`src/rtl/lat_tester_ctrl.sv`:
```
// Latency-tester controller: arms on a dark frame edge, flashes the white patch and
// times in microseconds how long the photodiode takes to see it.
module lat_tester_ctrl #(
  parameter int   PRESCALE    = 27,
  parameter int   TIMEOUT_US  = 50000,
  parameter int   ARM_FRAMES  = 8,
  parameter int   COOLDOWN_FR = 4,
  parameter logic SENSOR_POL  = 1'b1
) (
  input  logic        clk27,
  input  logic        reset_n,
  input  logic        start,
  input  logic [1:0]  mode_sel,
  input  logic        vsync_n,
  input  logic        sensor,
  output logic        lt_active,
  output logic [1:0]  lt_mode,
  output logic [15:0] result_us,
  output logic        result_valid,
  output logic        timeout,
  output logic        busy
);

  localparam int PW   = (PRESCALE > 1) ? $clog2(PRESCALE) : 1;
  localparam int FMAX = (ARM_FRAMES > COOLDOWN_FR) ? ARM_FRAMES : COOLDOWN_FR;
  localparam int FW   = $clog2(FMAX + 1);

  localparam logic [PW-1:0] PRE_LAST = PW'(PRESCALE - 1);
  localparam logic [15:0]   US_LIMIT = 16'(TIMEOUT_US);
  localparam logic [FW-1:0] ARM_END  = FW'(ARM_FRAMES);
  localparam logic [FW-1:0] COOL_END = FW'(COOLDOWN_FR);

  typedef enum logic [1:0] {IDLE, ARM, MEASURE, COOLDOWN} state_t;

  state_t        state, state_next;
  logic          sens_q1, sens_q2, vsync_n_d;
  logic          lit_s, vs_fall;
  logic [PW-1:0] presc, presc_next;
  logic [15:0]   us_cnt, us_next;
  logic [FW-1:0] frame_cnt, frame_next;
  logic          active_next, valid_next, tmo_next;
  logic [1:0]    mode_next;
  logic [15:0]   result_next;

  assign lit_s   = sens_q2 ~^ SENSOR_POL;
  assign vs_fall = vsync_n_d & ~vsync_n;
  assign busy    = (state != IDLE);

  always_ff @(posedge clk27) begin
    if (!reset_n) begin
      state        <= IDLE;
      sens_q1      <= 1'b0;
      sens_q2      <= 1'b0;
      vsync_n_d    <= 1'b0;
      presc        <= '0;
      us_cnt       <= '0;
      frame_cnt    <= '0;
      lt_active    <= 1'b0;
      lt_mode      <= 2'd0;
      result_us    <= 16'd0;
      result_valid <= 1'b0;
      timeout      <= 1'b0;
    end else begin
      state        <= state_next;
      sens_q1      <= sensor;
      sens_q2      <= sens_q1;
      vsync_n_d    <= vsync_n;
      presc        <= presc_next;
      us_cnt       <= us_next;
      frame_cnt    <= frame_next;
      lt_active    <= active_next;
      lt_mode      <= mode_next;
      result_us    <= result_next;
      result_valid <= valid_next;
      timeout      <= tmo_next;
    end
  end

  always_comb begin
    state_next  = state;
    presc_next  = presc;
    us_next     = us_cnt;
    frame_next  = frame_cnt;
    active_next = lt_active;
    mode_next   = lt_mode;
    result_next = result_us;
    valid_next  = result_valid;
    tmo_next    = timeout;

    case (state)
      IDLE: begin
        if (start) begin
          state_next = ARM;
          mode_next  = mode_sel;
          valid_next = 1'b0;
          tmo_next   = 1'b0;
          frame_next = '0;
        end
      end

      ARM: begin
        if (vs_fall) begin
          if (!lit_s) begin
            state_next  = MEASURE;
            active_next = 1'b1;
            presc_next  = '0;
            us_next     = '0;
          end else if (frame_cnt + 1'b1 == ARM_END) begin
            state_next  = IDLE;
            frame_next  = frame_cnt + 1'b1;
            tmo_next    = 1'b1;
            result_next = 16'hFFFF;
          end else begin
            frame_next = frame_cnt + 1'b1;
          end
        end
      end

      MEASURE: begin
        // us counter saturates rather than wrapping; the timeout normally stops it first
        if (presc == PRE_LAST) begin
          presc_next = '0;
          if (us_cnt != 16'hFFFF) us_next = us_cnt + 1'b1;
        end else begin
          presc_next = presc + 1'b1;
        end

        if (lit_s) begin
          state_next  = COOLDOWN;
          result_next = us_cnt;
          valid_next  = 1'b1;
          active_next = 1'b0;
          frame_next  = '0;
        end else if (us_cnt == US_LIMIT) begin
          state_next  = COOLDOWN;
          tmo_next    = 1'b1;
          result_next = 16'hFFFF;
          active_next = 1'b0;
          frame_next  = '0;
        end
      end

      COOLDOWN: begin
        if (vs_fall) begin
          frame_next = frame_cnt + 1'b1;
          if (frame_cnt + 1'b1 == COOL_END) state_next = IDLE;
        end
      end

      default: state_next = IDLE;
    endcase
  end

endmodule
```
`config.mk`:
```
export PLATFORM = sky130hd
export DESIGN_NAME = lat_tester_ctrl
export DESIGN_NICKNAME = d
export VERILOG_FILES = /design/src/rtl/lat_tester_ctrl.sv
export SDC_FILE = /design/constraint.sdc
export NUM_CORES = 1
export LEC_CHECK = 0
export BUFFER_PORTS_ARGS = -buffer_cell sky130_fd_sc_hd__buf_4
export CAP_MARGIN = 20
export CORE_MARGIN = 5
export CORE_UTILIZATION = 40
export CTS_CLUSTER_SIZE = 14
export DETAILED_ROUTE_END_ITERATION = 8
export GPL_ROUTABILITY_DRIVEN = 0
export PLACE_DENSITY = 0.54
export SLEW_MARGIN = 30
export SYNTH_ARGS = -nofsm -noshare
export SYNTH_HDL_FRONTEND = slang
export SYNTH_SLANG_ARGS = --single-unit
```
`constraint.sdc`:
```
create_clock -name clk27 -period 3.7 [get_ports clk27]
set_clock_uncertainty 0.2 [all_clocks]
set_input_delay 0.37 -clock clk27 [delete_from_list [all_inputs] [get_ports clk27]]
set_output_delay 0.37 -clock clk27 [all_outputs]
set_load 0.005 [all_outputs]
```
==> qor.csv <==
metric,value,unit
1st-pass router iterations,4,
fmax,0.356,GHz
post-route setup TNS,0,ns
"Distinct cells, synth",48,
area of the multi-input gates,1380,um^2
initial antenna violation count,0,
CP Launch Type,flip-flop,
Die X-Extent,88.7,um
clock buffer depth,2,
DRC,0,
Worst VDD drop,0.185,mV
vias,2164,
Die Y-Extent,88.7,um
outcome,"finished, final reports clean",
Antenna Cells,0,
CTS sink count,51,
Synth Area per Inst,8.35,um^2
Crit Path Class,flip-flop to flip-flop,
Hold/Removal Path Class,primary input to flip-flop,
Reg2Reg Setup Slack,0.89,ns
DRT iter0 DRCs,88,
TritonCTS clock tree,built,
Site Rows,28,
io pins,29,
peak fanout along the critical path,16,
cts bufs inserted,5,
GRT overflow,0,
Reg2Reg Depth,7,
Levels on crit path,7,
crit path time final,2.81,ns
Hold Startpoint,sensor,
Fin Hold WS,0.0670,ns
Syn-to-layout area delta,16.3,%
Via density,5.42,
Static Leakage,1.07,nW
measured slew at the worst slew-check pin,0.815,ns
WL/cell,14.5,um
clock slew at reported path FFs,0.10,ns
Final Hold Viols,0,
RSZ-0062 raised after global routing,no,
root buffer cell,clkbuf_8,
# nets final,340,
fin cells,399,
total global routing track utilization,0.158,
Rel. slew slack,0.453,
"EDFF count, synth",0,
"Largest delay share family, worst path",simple AND/OR/NAND/NOR gates,
PortBufs,28,
CP arrival,2.85,ns
"flops & latches, synth",51,
critical path's slowest cell,or3_2,
total of fill cells in the finished design,590,
fin crit share,0.760,
CP peak stage delay,0.52,ns
hold buffers post-CTS,0,
Hold Crit Depth,2,
YS warnings,0,
HPWL after DPL,4130,um
PostCTS Resize Cnt,0,
DRT Wirelength,5800,um
met3 WL,265,um
Worst-Skew Late Latency,0.31,ns
cell count after synthesis,297,
H-tree Lvls,2,
number of global-route vias before repair,1977,
sequential cell area,1020,um^2
Reg-to-Reg Start,state[0],
postcts setup bufs,0,
Final Max Tran Viols,0,
final core utilization,0.482,
post-route ant nets,0,
Hold Path Sink,sens_q1,
Synth Flop Type,dfxtp_1,
Syn Nets,314,
Top Metal Used,met4,
core area,5990,um^2
worst path cell trace,inv_1 -> ha_1 -> nand2b_1 -> a22oi_2 -> o21ai_1 -> or3_2 -> a21oi_1,
Setup crit end kind,flip-flop,
Cells after DPL,391,
CP bufs+invs,1,
die area,7870,um^2
wire length on met2,2490,um
first-pass GRT wire length,9770,um
WL met1,2980,um
Initial Util,0.414,
largest net degree at the start of global routing,33,
share of flip-flops with an asynchronous set or reset,0,
setup violators final,0,
"Seq/Total Area, Yosys",0.412,
reg2reg end,us_cnt[3],
pwr dens,422,nW/um^2
Max Cap Viol,0,
Mapped Area,2480,um^2
"Req. time, crit path",3.74,ns
share of post-route cells with drive strength above 1,0.151,
## synthesized netlist by cell type (all sizes together) (2+ instances only)
library cell  number  share of area
inv               12          0.018
nor4               2          0.011
xnor2              3          0.011
nand4             11          0.028
clkbuf             8          0.012
dfxtp             51           0.41
and4               3          0.011
nand3             12          0.024
nor2              48          0.073
a211oi            16          0.048
a21oi             24          0.048
buf                3         0.0061
nand2             20          0.030
nand2b             3         0.0076
ha                10          0.050
or3               10          0.026
nand4b             2         0.0071
xor2               6          0.021
and2               8          0.020
mux2i              2         0.0081
a41oi              2          0.010
nor3               3         0.0061
o21ai             17          0.034
or4                2         0.0061
## worst max-delay path by stage
stage | start | end
6_report | state[0] | us_cnt[3]
3_5_place_dp | state[0] | us_cnt[3]
2_1_floorplan | flip-flop | frame_cnt[3]
4_1_cts | state[0] | us_cnt[3]
5_1_grt | state[0] | us_cnt[3]
3_3_place_gp | state[0] | us_cnt[3]
## area by class of cell
type	instances	area share
Clock buffer	5	0.0239
Timing Repair Buffer	30	0.0781
Clock inverter	3	0.0152
Multi-Input combinational cell	222	0.480
Inverter	13	0.0169
Tap cell	75	0.0325
Sequential cell	51	0.354
## cells in the final DEF (no fill, tap or decap), drive strengths merged, types with 3 or more instances in the layout
cell type  count
a211oi        16
a21oi         24
and2           8
and4           3
buf           30
clkbuf         5
clkinv         3
dfxtp         51
ha            10
inv           12
nand2         20
nand2b         3
nand3         12
nand4         11
nor2          48
nor3           3
o21ai         17
or3           10
xnor2          3
xor2           6
## through the flow
stage          power [mW]  cell area [um^2]  setup slack, ns
2_1_floorplan       0.752              2480             1.53
3_3_place_gp        0.833              2770             1.00
3_5_place_dp        0.832              2770            0.929
4_1_cts              1.23              2890            0.914
5_1_grt              1.28              2890            0.650
6_report             1.22              2890            0.889
## registers in the layout, summed over array words and instances (netlist names), named ones only
register	cells
result_valid	1
presc	5
lit_s	1
state	1
sens_q1	1
vsync_n_d	1
lt_mode	2
lt_active	1
us_cnt	16
frame_cnt	4
timeout	1
result_us	16
## cell families after synthesis
logic type / count (synthesis) / synth area share
fa+ha+maj: 10 / 0.0505
mux: 3 / 0.0126
simple gates: 131 / 0.278
compound gates: 69 / 0.178
flops: 51 / 0.412
xor+xnor: 9 / 0.0318
buf+inv: 24 / 0.0378
## report_power, final
group | total, mW | switching [mW] | internal, mW
Sequential | 0.590 | 0.0206 | 0.570
Combinational | 0.231 | 0.143 | 0.0881
Clock | 0.396 | 0.194 | 0.202
## per-layer routing
layer | global-route usage | vias up
met5 | 0 | -
met4 | 0.0371 | 0
met3 | 0.0317 | 6
met2 | 0.246 | 36
met1 | 0.224 | 1002
li1 | - | 1120
## worst register-to-register path: stages, from the launching register on
cell and delay (ns):
dfxtp_1 0.37, inv_1 0.10, ha_1 0.50, nand2b_1 0.27, a22oi_2 0.33, o21ai_1 0.31
or3_2 0.52, a21oi_1 0.14
No activity file was read; power rests on OpenSTA's default activity.
